==> src/rtl/abs_dif_pkg.sv <==
// Shared definitions for the abs_dif datapath: FSM state encodings and default operand width.
package abs_dif_pkg;

   localparam int SIZE_DEF = 4;

   typedef enum logic [1:0] {
      S_IDLE = 2'd0,
      S_SUB  = 2'd1,
      S_NEG  = 2'd2,
      S_DONE = 2'd3
   } state_e;

endpackage

==> src/rtl/addsub_core.sv <==
// SIZE-bit combinational adder shared by the subtract and negate steps of abs_dif_seq.
module addsub_core #(
   parameter int SIZE = 4
) (
   input  logic [SIZE-1:0] x,
   input  logic [SIZE-1:0] y,
   input  logic            cin,
   output logic [SIZE-1:0] s,
   output logic            co
);

   assign {co, s} = {1'b0, x} + {1'b0, y} + {{SIZE{1'b0}}, cin};

endmodule

==> src/rtl/abs_dif_seq.sv <==
// Sequential unsigned |a-b| over one shared adder: subtract, then negate on borrow.
// Optional feature: define ABS_DIF_LT_OUT_EN to add the registered lt (a<b) output.
module abs_dif_seq
   import abs_dif_pkg::*;
#(
   parameter int SIZE = SIZE_DEF
) (
   input  logic            clk,
   input  logic            rst,
   input  logic            in_valid,
   output logic            in_ready,
   input  logic [SIZE-1:0] a,
   input  logic [SIZE-1:0] b,
   output logic            out_valid,
   input  logic            out_ready,
   output logic [SIZE-1:0] d
`ifdef ABS_DIF_LT_OUT_EN
   ,
   output logic            lt
`endif
);

   // Handshake: a transfer happens on a rising edge where valid and ready are
   // both high; in_ready is high only in IDLE, out_valid only in DONE, and d is
   // held unchanged for as long as out_valid waits on out_ready.

   state_e          state_q, state_d;
   logic [SIZE-1:0] ra_q, ra_d;
   logic [SIZE-1:0] rb_q, rb_d;
   logic [SIZE-1:0] r_q, r_d;
   logic [SIZE-1:0] d_q, d_d;
   logic [SIZE-1:0] add_x, add_y, add_s;
   logic            add_cin, add_co;
`ifdef ABS_DIF_LT_OUT_EN
   logic            lt_q, lt_d;
`endif

   addsub_core #(.SIZE(SIZE)) u_addsub (
      .x   (add_x),
      .y   (add_y),
      .cin (add_cin),
      .s   (add_s),
      .co  (add_co)
   );

   always_comb begin
      state_d = state_q;
      ra_d    = ra_q;
      rb_d    = rb_q;
      r_d     = r_q;
      d_d     = d_q;
      add_x   = '0;
      add_y   = '0;
      add_cin = 1'b0;
`ifdef ABS_DIF_LT_OUT_EN
      lt_d    = lt_q;
`endif
      case (state_q)
         S_IDLE: begin
            if (in_valid) begin
               ra_d    = a;
               rb_d    = b;
`ifdef ABS_DIF_LT_OUT_EN
               lt_d    = 1'b0;
`endif
               state_d = S_SUB;
            end
         end
         S_SUB: begin
            // ra - rb as ra + ~rb + 1; carry out means no borrow, i.e. a >= b
            add_x   = ra_q;
            add_y   = ~rb_q;
            add_cin = 1'b1;
            r_d     = add_s;
            if (add_co) begin
               d_d     = add_s;
               state_d = S_DONE;
            end else begin
`ifdef ABS_DIF_LT_OUT_EN
               lt_d    = 1'b1;
`endif
               state_d = S_NEG;
            end
         end
         S_NEG: begin
            add_x   = ~r_q;
            add_y   = '0;
            add_cin = 1'b1;
            r_d     = add_s;
            d_d     = add_s;
            state_d = S_DONE;
         end
         S_DONE: begin
            if (out_ready) state_d = S_IDLE;
         end
         default: state_d = S_IDLE;
      endcase
   end

   always_ff @(posedge clk or posedge rst) begin
      if (rst) begin
         state_q <= S_IDLE;
         ra_q    <= '0;
         rb_q    <= '0;
         r_q     <= '0;
         d_q     <= '0;
`ifdef ABS_DIF_LT_OUT_EN
         lt_q    <= 1'b0;
`endif
      end else begin
         state_q <= state_d;
         ra_q    <= ra_d;
         rb_q    <= rb_d;
         r_q     <= r_d;
         d_q     <= d_d;
`ifdef ABS_DIF_LT_OUT_EN
         lt_q    <= lt_d;
`endif
      end
   end

   assign in_ready  = (state_q == S_IDLE);
   assign out_valid = (state_q == S_DONE);
   assign d         = d_q;
`ifdef ABS_DIF_LT_OUT_EN
   assign lt        = lt_q;
`endif

endmodule
==> config.mk <==
export PLATFORM = sky130hd
export DESIGN_NAME = abs_dif_seq
export DESIGN_NICKNAME = d
export VERILOG_FILES = /design/src/rtl/abs_dif_pkg.sv /design/src/rtl/addsub_core.sv /design/src/rtl/abs_dif_seq.sv
export SDC_FILE = /design/constraint.sdc
export NUM_CORES = 1
export LEC_CHECK = 0
export CAP_MARGIN = 0
export CORE_MARGIN = 2
export CORE_UTILIZATION = 30
export CTS_BUF_LIST = sky130_fd_sc_hd__clkbuf_16
export DETAILED_ROUTE_END_ITERATION = 8
export GPL_TIMING_DRIVEN = 0
export PLACE_DENSITY_LB_ADDON = 0.15
export SLEW_MARGIN = 20
export SYNTH_ARGS = -nofsm -noshare
export SYNTH_HDL_FRONTEND = slang
export SYNTH_SLANG_ARGS = --single-unit
==> constraint.sdc <==
create_clock -name clk -period 4.7 [get_ports clk]
set_clock_uncertainty 0.05 [all_clocks]
set_input_delay 0.94 -clock clk [delete_from_list [all_inputs] [get_ports clk]]
set_output_delay 0.94 -clock clk [all_outputs]
set_load 0.05 [all_outputs]
* Word-level counts from Yosys, hierarchy flattened
Cells that the tools add are included. W data, S select, Z words.
Cells by class: add/subtract/negate cells 2, multipliers 0, div/mod/pow operators 0, order comparisons 0, eq/ne operators 6, shift operators 0, mux-type cells 9, bitwise gates (word level) 2, reductions and logical operators 6
Operators with widths (count):
- $pmux W4 S2 | 2
- $mux W4 | 2
- $not A4 Y4 | 2
- $pmux W2 S4 | 1
- $reduce_and A2 Y1 | 3
- $add A4 B4 Y5 | 1
- $add A5 B1 Y5 | 1
- $eq A2 B2 Y1 const B | 2
- $mux W2 | 2
- $ne A2 B2 Y1 const B | 2
- $eq A2 B1 Y1 const B | 1
- $logic_not A2 Y1 | 1
- $mux W1 | 2
- $ne A2 B1 Y1 const B | 1
- $reduce_bool A2 Y1 | 1
- $reduce_or A2 Y1 | 1
Word-level totals: register bits 18, bits in latches 0, bits in writable memories 0, memory bits (read-only) 0, input bits 12, output and inout bits 6, logic and storage cells 30, memories kept 0

* Logic depth before layout (Yosys ltp)
Gate-level depths: netlist of run 1.
word-level depth 6, depth in mapped cells 12, gate-level depth less buffers 11

* Modules after synthesis
From an unflattened synthesis of run 1, not the netlist that was laid out.
Second synthesis, totals: cells, all modules 86, area total of the unflattened synthesis 1018.5 µm²
Modules (own cells, without submodules):
- abs_dif_seq | instances 1, cells each 70, area each 874.6 µm², seq. area each 450.4 µm²
- addsub_core | instances 1, cells each 16, area each 143.9 µm², seq. area each 0.0 µm²

* Worst setup path after synthesis of run 1
No wires, ideal clock.
kind register to register, start point register state_q[0], end point register d_q[2] (netlist: d[2]), data arrival time 2657 ps, required time 4525 ps, path slack 1868 ps, cell stages (with the launch flop) 11, period minus slack after synthesis 2832 ps, cells stage by stage dfrtp_1 > inv_1 > ha_1 > clkbuf_1 > inv_1 > fa_1 > fa_1 > nor2b_1 > o21a_1 > o22a_4 > mux2_4
On the way: longest elaborated chain between the ends 6, elaborated cells on any way between the ends 13
RTL lines:
- from (decl) | RTL line abs_dif_seq.sv:27 | state_e state_q, state_d;
- from (signal assigned) | RTL line abs_dif_seq.sv:111 | state_q <= state_d;
- $eq A2 B1 Y1 / $eq A2 B2 Y1 (equally long branches) | RTL line abs_dif_seq.sv:58 | case (state_q)
- $reduce_or A2 Y1 (no line) (*)
- $mux W1 (*) | RTL line abs_dif_seq.sv:58
- net add_cin | RTL line abs_dif_seq.sv:33 | logic add_cin, add_co;
- $add A5 B1 Y5 (*) | RTL line addsub_core.sv:12 | assign {co, s} = {1'b0, x} + {1'b0, y} + {{SIZE{1'b0}}, cin};
- $mux W4 / $ne A2 B2 Y1 (equally long branches)
- $pmux W4 S2 / $reduce_and A2 Y1 (equally long branches)
- to (signal assigned) | RTL line abs_dif_seq.sv:106 | d_q <= '0;
- to (signal assigned) | RTL line abs_dif_seq.sv:115 | d_q <= d_d;
- to (decl) | RTL line abs_dif_seq.sv:31 | logic [SIZE-1:0] d_q, d_d;
Mark *: on every way through the listed nets, which the timed path passes. The rest lies on a longest branch. The select of a mux whose other input is x is not followed. A chain may end at the register's enable or synchronous reset.

* Final worst setup path of run 1
start point register state_q[1], end point register d_q[3] (netlist: d[3])
The elaborated chain is that of the path after synthesis.

==> results of run 1 <==
kinds of logic after synthesis:
family | count (synthesis) | synth area share, %
AOI/OAI and AO/OA | 16 | 10.6
xor gates and xnor gates | 2 | 1.75
adders and majority gates | 9 | 12.7
buffers and inverters | 13 | 4.86
DFF | 18 | 44.9
muxes | 14 | 16.2
and+or+nand+nor | 18 | 8.98
layer usage:
metal	global-route usage (%)	up-vias	part of all wire [%]
li1	-	340	-
met3	4.97	3	5.7
met5	0	-	0
met4	3.65	0	1.2
met2	15.8	15	45
met1	13.7	312	48
state kept, by name, indices dropped and copies added (netlist names):
register,count
state_q,2
d,4
r_q,4
ra_q,4
rb_q,4
report_power, final:
| part | total (mW) | switching, mW | internal [mW] |
|---|---|---|---|
| Clock | 0.172 | 0.0592 | 0.113 |
| Combinational | 0.616 | 0.331 | 0.285 |
| Sequential | 0.282 | 0.0422 | 0.239 |
| Total | 1.07 | 0.432 | 0.637 |
per-stage QoR:
step / instance area [um^2] / hold WS, ns / std cells / utilization (%)
4_1_cts: 1310 / 0.456 / 155 / 41.8
6_report: 1310 / 0.451 / 155 / 41.8
3_5_place_dp: 1230 / 0.441 / 151 / 39.3
3_3_place_gp: 1230 / 0.434 / 151 / 39.3
2_1_floorplan: 1000 / 0.420 / 90 / -
5_1_grt: 1310 / 0.474 / 155 / 41.8
cells in the final DEF (no fill, tap or decap):
cell and instances:
nor2b_1 3, mux2_4 2, xnor2_1 1, o21ai_0 5, a21oi_1 5, nand2_1 7, nand2b_1 6, mux2i_1 2
ha_1 7, nor2_1 2, clkdlybuf4s50_1 17, clkinv_1 1, a2bb2oi_1 1, a22oi_1 2, clkbuf_16 3, a211oi_1 1
o22a_4 1, xor2_1 1, dfrtp_1 18, o21a_1 1, clkbuf_1 2, inv_1 11, mux2_2 10, fa_1 2
how the worst max path moves through the flow:
stage / start / to / slack, ns / depth (start not counted)
2_1_floorplan: state_q[0] / d[2] / 1.87 / 10
3_3_place_gp: state_q[1] / d[3] / 1.57 / 10
3_5_place_dp: state_q[1] / d[3] / 1.57 / 12
4_1_cts: state_q[1] / d[2] / 1.54 / 12
5_1_grt: state_q[1] / d[2] / 1.38 / 12
6_report: state_q[1] / d[3] / 1.58 / 10
area by class of cell:
cell class / instances / area share (%)
multi-input cells: 59 / 38.6
repair buffers: 17 / 13.0
clock inverters: 1 / 0.287
inverters: 11 / 3.16
flip-flops and latches: 18 / 34.4
well taps: 44 / 4.21
clock buffers: 3 / 5.74
plain buffers: 2 / 0.574
==> reports/summary.txt, run 1 <==
maximum vdd drop - 0.000223 V
Max Freq - 321 MHz
most frequent cell after synthesis - dfrtp_1
layout cells sized above 1 - 14.4%
hold path endpoint - rb_q[0]
top post-synthesis cells by count - 18 x dfrtp_1, 11 x inv_1, 10 x mux2_2
RSZ-0062 raised after global routing - false
GRT Overall Usage - 10.7%
reg2reg end - d[3]
kind of critical path - register to register
area taken by multi-input logic gates - 504 um^2
filler instances - 321
gr ovfl total - 0
clk buf depth - 2
FFs w/ async S/R, synth - 100%
post-CTS setup repair buffer count - 0
delay-heaviest family, CP - adder cells
setup_tns - 0 ns
cts hold-fix bufs - 0
pin count of the biggest net entering global routing - 19
setup ws final - 1.58 ns
DIE AREA - 0.00382 mm^2
Detailed Place HPWL - 1360 um
FF-to-FF Start - state_q[1]
Synth warnings - 0
final setup violation count - 0
routed length per instance - 11.3 um
DR vias/cell - 4.32
CP Cell Sequence - inv_1 > ha_1 > clkbuf_1 > inv_1 > fa_1 > fa_1 > nor2b_1 > o21a_1 > o22a_4 > mux2_4
worst reg-to-reg path cell count - 10
Root Buffer - clkbuf_16
CTS Buf Count - 3
CP Data Arrival Time - 3.20 ns
CP Buf/Inv Count - 3
endpoint class of the critical path - register
HP Start - rb_q[0]
Residual DRC - 0
worst skew pair latency - 0.25 ns
Power Density - 818 mW/mm^2
Die H - 61.8 um
Core ar. - 0.00313 mm^2
TritonCTS clock tree - done
Critical Path Start Type - register
worst hold path depth - 1
worst min path class - register to register
cts repair resizes - 0
first-pass GRT wire length - 2840 um
LEAKAGE - 0.589 nW
Initial Util - 32.1%
# IOs - 18
Antenna Cells - 0
share of the synthesized area in the top cell type - 44.9%
final net count - 133
Slew headroom - 52.4%
Post-synth EDFFs - 0
worst endpoint required time - 4.79 ns
Distinct cells, synth - 21
Seq. cell area - 450 um^2
Syn Inst Count - 90
initial drt markers - 6
reg-to-reg slack, setup - 1.58 ns
synthesized area - 0.00100 mm^2
cells taking the most area after synthesis - dfrtp_1 45%, mux2_2 11%, ha_1 8.7%, inv_1 4.1%, fa_1 4.0%
register bit total from synthesis - 18
first-pass iteration count of the detailed router - 3
status - finished, final reports clean
max-cap violations - 0
Total Power - 1.07 mW
routability-driven placement congestion ratio - 0.720
area grow syn2layout - 30.3%
I/O Buffers - 17
top_reg_cell synth - dfrtp_1
vias - 670
dpl ws - 1.57 ns
Synth area leader - dfrtp_1
routed wire length - 1750 um
Tcrit/Tclk final - 66.3%
fin crit period - 3.12 ns
synthesized area per cell - 11.1 um^2
critical-path maximum fanout - 10
Mapped Nets - 111
register area share after synthesis - 44.9%
Clock Sinks - 18
slowest stage cell, crit path - fa_1
Slew Limit Fails - 0
Worst-path clk slew - 0.05 ns
die width - 61.8 um
Least-Margin Pin Slew - 0.713 ns
antenna-violating nets left - 0
Hold Fails Final Rpt - 0
Crit path largest cell delay - 0.47 ns
antenna violations before repair - 0
H-tree levels - 1
number of global-route vias before repair - 599
FP Rows - 20
Note: power is estimated with default switching activity, not from simulation.
==> run 2, diff against run 1 <==
==> constraint.sdc (replaced) <==
create_clock -name clk -period 2.55 [get_ports clk]
set_clock_uncertainty 0.05 [all_clocks]
set_input_delay 0.51 -clock clk [delete_from_list [all_inputs] [get_ports clk]]
set_output_delay 0.51 -clock clk [all_outputs]
set_load 0.05 [all_outputs]
==> reports/summary.txt, run 2 (synthesized netlist as in run 1, its figures left out) <==
GRT Overall Usage - 12.3% (+1.6 points)
global-route layer with the greatest usage - met2
Critical Path Start Type - register
initial drt markers - 23 (+17)
die width - 61.8 um (unchanged)
area grow syn2layout - 50.6%
routed length per instance - 11.5 um (+1.6%)
Least-Margin Pin Slew - 0.677 ns (-0.0360 ns)
gr ovfl total - 0 (unchanged)
Slew headroom - 54.8% (+2.4 points)
critical-path maximum fanout - 5 (-5)
DIE AREA - 0.00382 mm^2 (unchanged)
Detailed Place HPWL - 1310 um (-3.4%)
HP Start - r_q[2]
worst skew pair latency - 0.24 ns (about the same)
kind of critical path - register to register
Worst-path clk slew - 0.05 ns (about the same)
Area after DPL - 0.00126 mm^2 (+2.4%)
Final Util - 48.3% (+6.5 points)
worst endpoint required time - 2.63 ns (-2.16 ns)
routed wire length - 1950 um (+11%)
routability-driven placement congestion ratio - 0.797 (+11%)
RSZ-0062 raised after global routing - true
CTS Buf Count - 3 (unchanged)
Final Non-Filler Cells - 170 (+9.7%)
final net count - 149 (+12%)
fin crit period - 2.59 ns (-0.527 ns)
status - finished, violations left
pin count of the biggest net entering global routing - 19 (unchanged)
worst min path class - register to register
Antenna Cells - 0 (unchanged)
Clock Sinks - 18 (unchanged)
Tcrit/Tclk final - 102% (+35 points)
# IOs - 18 (unchanged)
first-pass iteration count of the detailed router - 4 (+1)
Root Buffer - clkbuf_16
DR vias/cell - 4.44 (+2.7%)
crit path from - state_q[0]
cell area after layout - 0.00151 mm^2 (+16%)
Fin Hold WS - 0.446 ns (-0.00570 ns)
placed cells - 151 (unchanged)
Core ar. - 0.00313 mm^2 (unchanged)
first-pass GRT wire length - 3350 um (+18%)
Total Power - 2.38 mW (+120%)
CP Data Arrival Time - 2.67 ns (-0.53 ns)
Max Freq - 386 MHz (+20%)
clk buf depth - 2 (unchanged)
H-tree levels - 1 (unchanged)
I/O Buffers - 17 (unchanged)
setup ws final - -0.0397 ns (-1.62 ns)
Initial Util - 32.1% (unchanged)
CP Buf/Inv Count - 2 (-1)
most frequent cells in the layout - 18 x dfrtp_1, 16 x clkdlybuf4s50_1, 15 x buf_4
M3 GR Usage - 4.76% (-0.21 points)
antenna violations before repair - 0 (unchanged)
met1 Use GR - 16.6% (+2.9 points)
final setup violation count - 2 (+2)
violated checks - negative setup slack
Crit path largest cell delay - 0.40 ns (-0.07 ns)
LEAKAGE - 0.694 nW (+18%)
Hold Fails Final Rpt - 0 (unchanged)
TritonCTS clock tree - done
Residual DRC - 0 (unchanged)
FF-to-FF Start - state_q[0]
Die H - 61.8 um (unchanged)
CP Cell Sequence - buf_4 > buf_6 > ha_4 > nand2_2 > o21ai_4 > nand2_2 > fa_2 > fa_2 > nor2b_2 > o21a_1 > o22a_4 > mux2_4
endpoint class of the critical path - register
maximum vdd drop - 0.000571 V (+160%)
vias - 755 (+13%)
delay-heaviest family, CP - adder cells
Power Density - 1580 mW/mm^2 (+93%)
setup_tns - -0.0793 ns (-0.0793 ns)
GR Layer Usage met2 - 18.2% (+2.4 points)
antenna-violating nets left - 0 (unchanged)
max-cap violations - 0 (unchanged)
slowest stage cell, crit path - fa_2
number of global-route vias before repair - 747 (+25%)
FP Rows - 20 (unchanged)
commonest non-fill, non-tap cell in the layout - dfrtp_1
dpl ws - -0.200 ns (-1.77 ns)
layout cells sized above 1 - 37.3% (+23 points)
Slew Limit Fails - 0 (unchanged)
==> run 2: area by class of cell <==
type / count / area, um^2
buffer: 1 / 13.8
inverter: 11 / 43.8
fill: 271 / 1620
multi-input combinational: 59 / 566
clock buffer: 3 / 75.1
timing repair buffer: 34 / 308
tap: 44 / 55.1
sequential: 18 / 450
==> run 2: metal layers <==
metal  share of wire (%)  wire [um]
met1                  46        897
met2                  48        932
met3                 5.3        103
met4                0.82         16
met5                   0          0
==> run 2: final timing paths <==
path / to / cells after the start / slack [ns]
max: d[2] / 12 / -0.04
min: r_q[2] / 1 / 0.45
max reg2reg: d[2] / 12 / -0.04
min reg2reg: r_q[2] / 1 / 0.45
max in group asynchronous: d[3] / 2 / 1.40
min in group asynchronous: state_q[1] / 2 / 0.62
==> run 2: timing repair <==
item                       4_1_cts  5_1_grt
resized for setup                6       11
buffers inserted                12        5
pin swaps                        5        8
setup endpoints to repair        4        6
hold buffers                     0        0
==> run 2: power by group <==
group	internal, mW	switching [mW]	leakage, nW
sequential	0.441	0.0769	0.216
clock	0.206	0.0943	0.0370
combinational	0.819	0.745	0.440
total	1.47	0.916	0.694
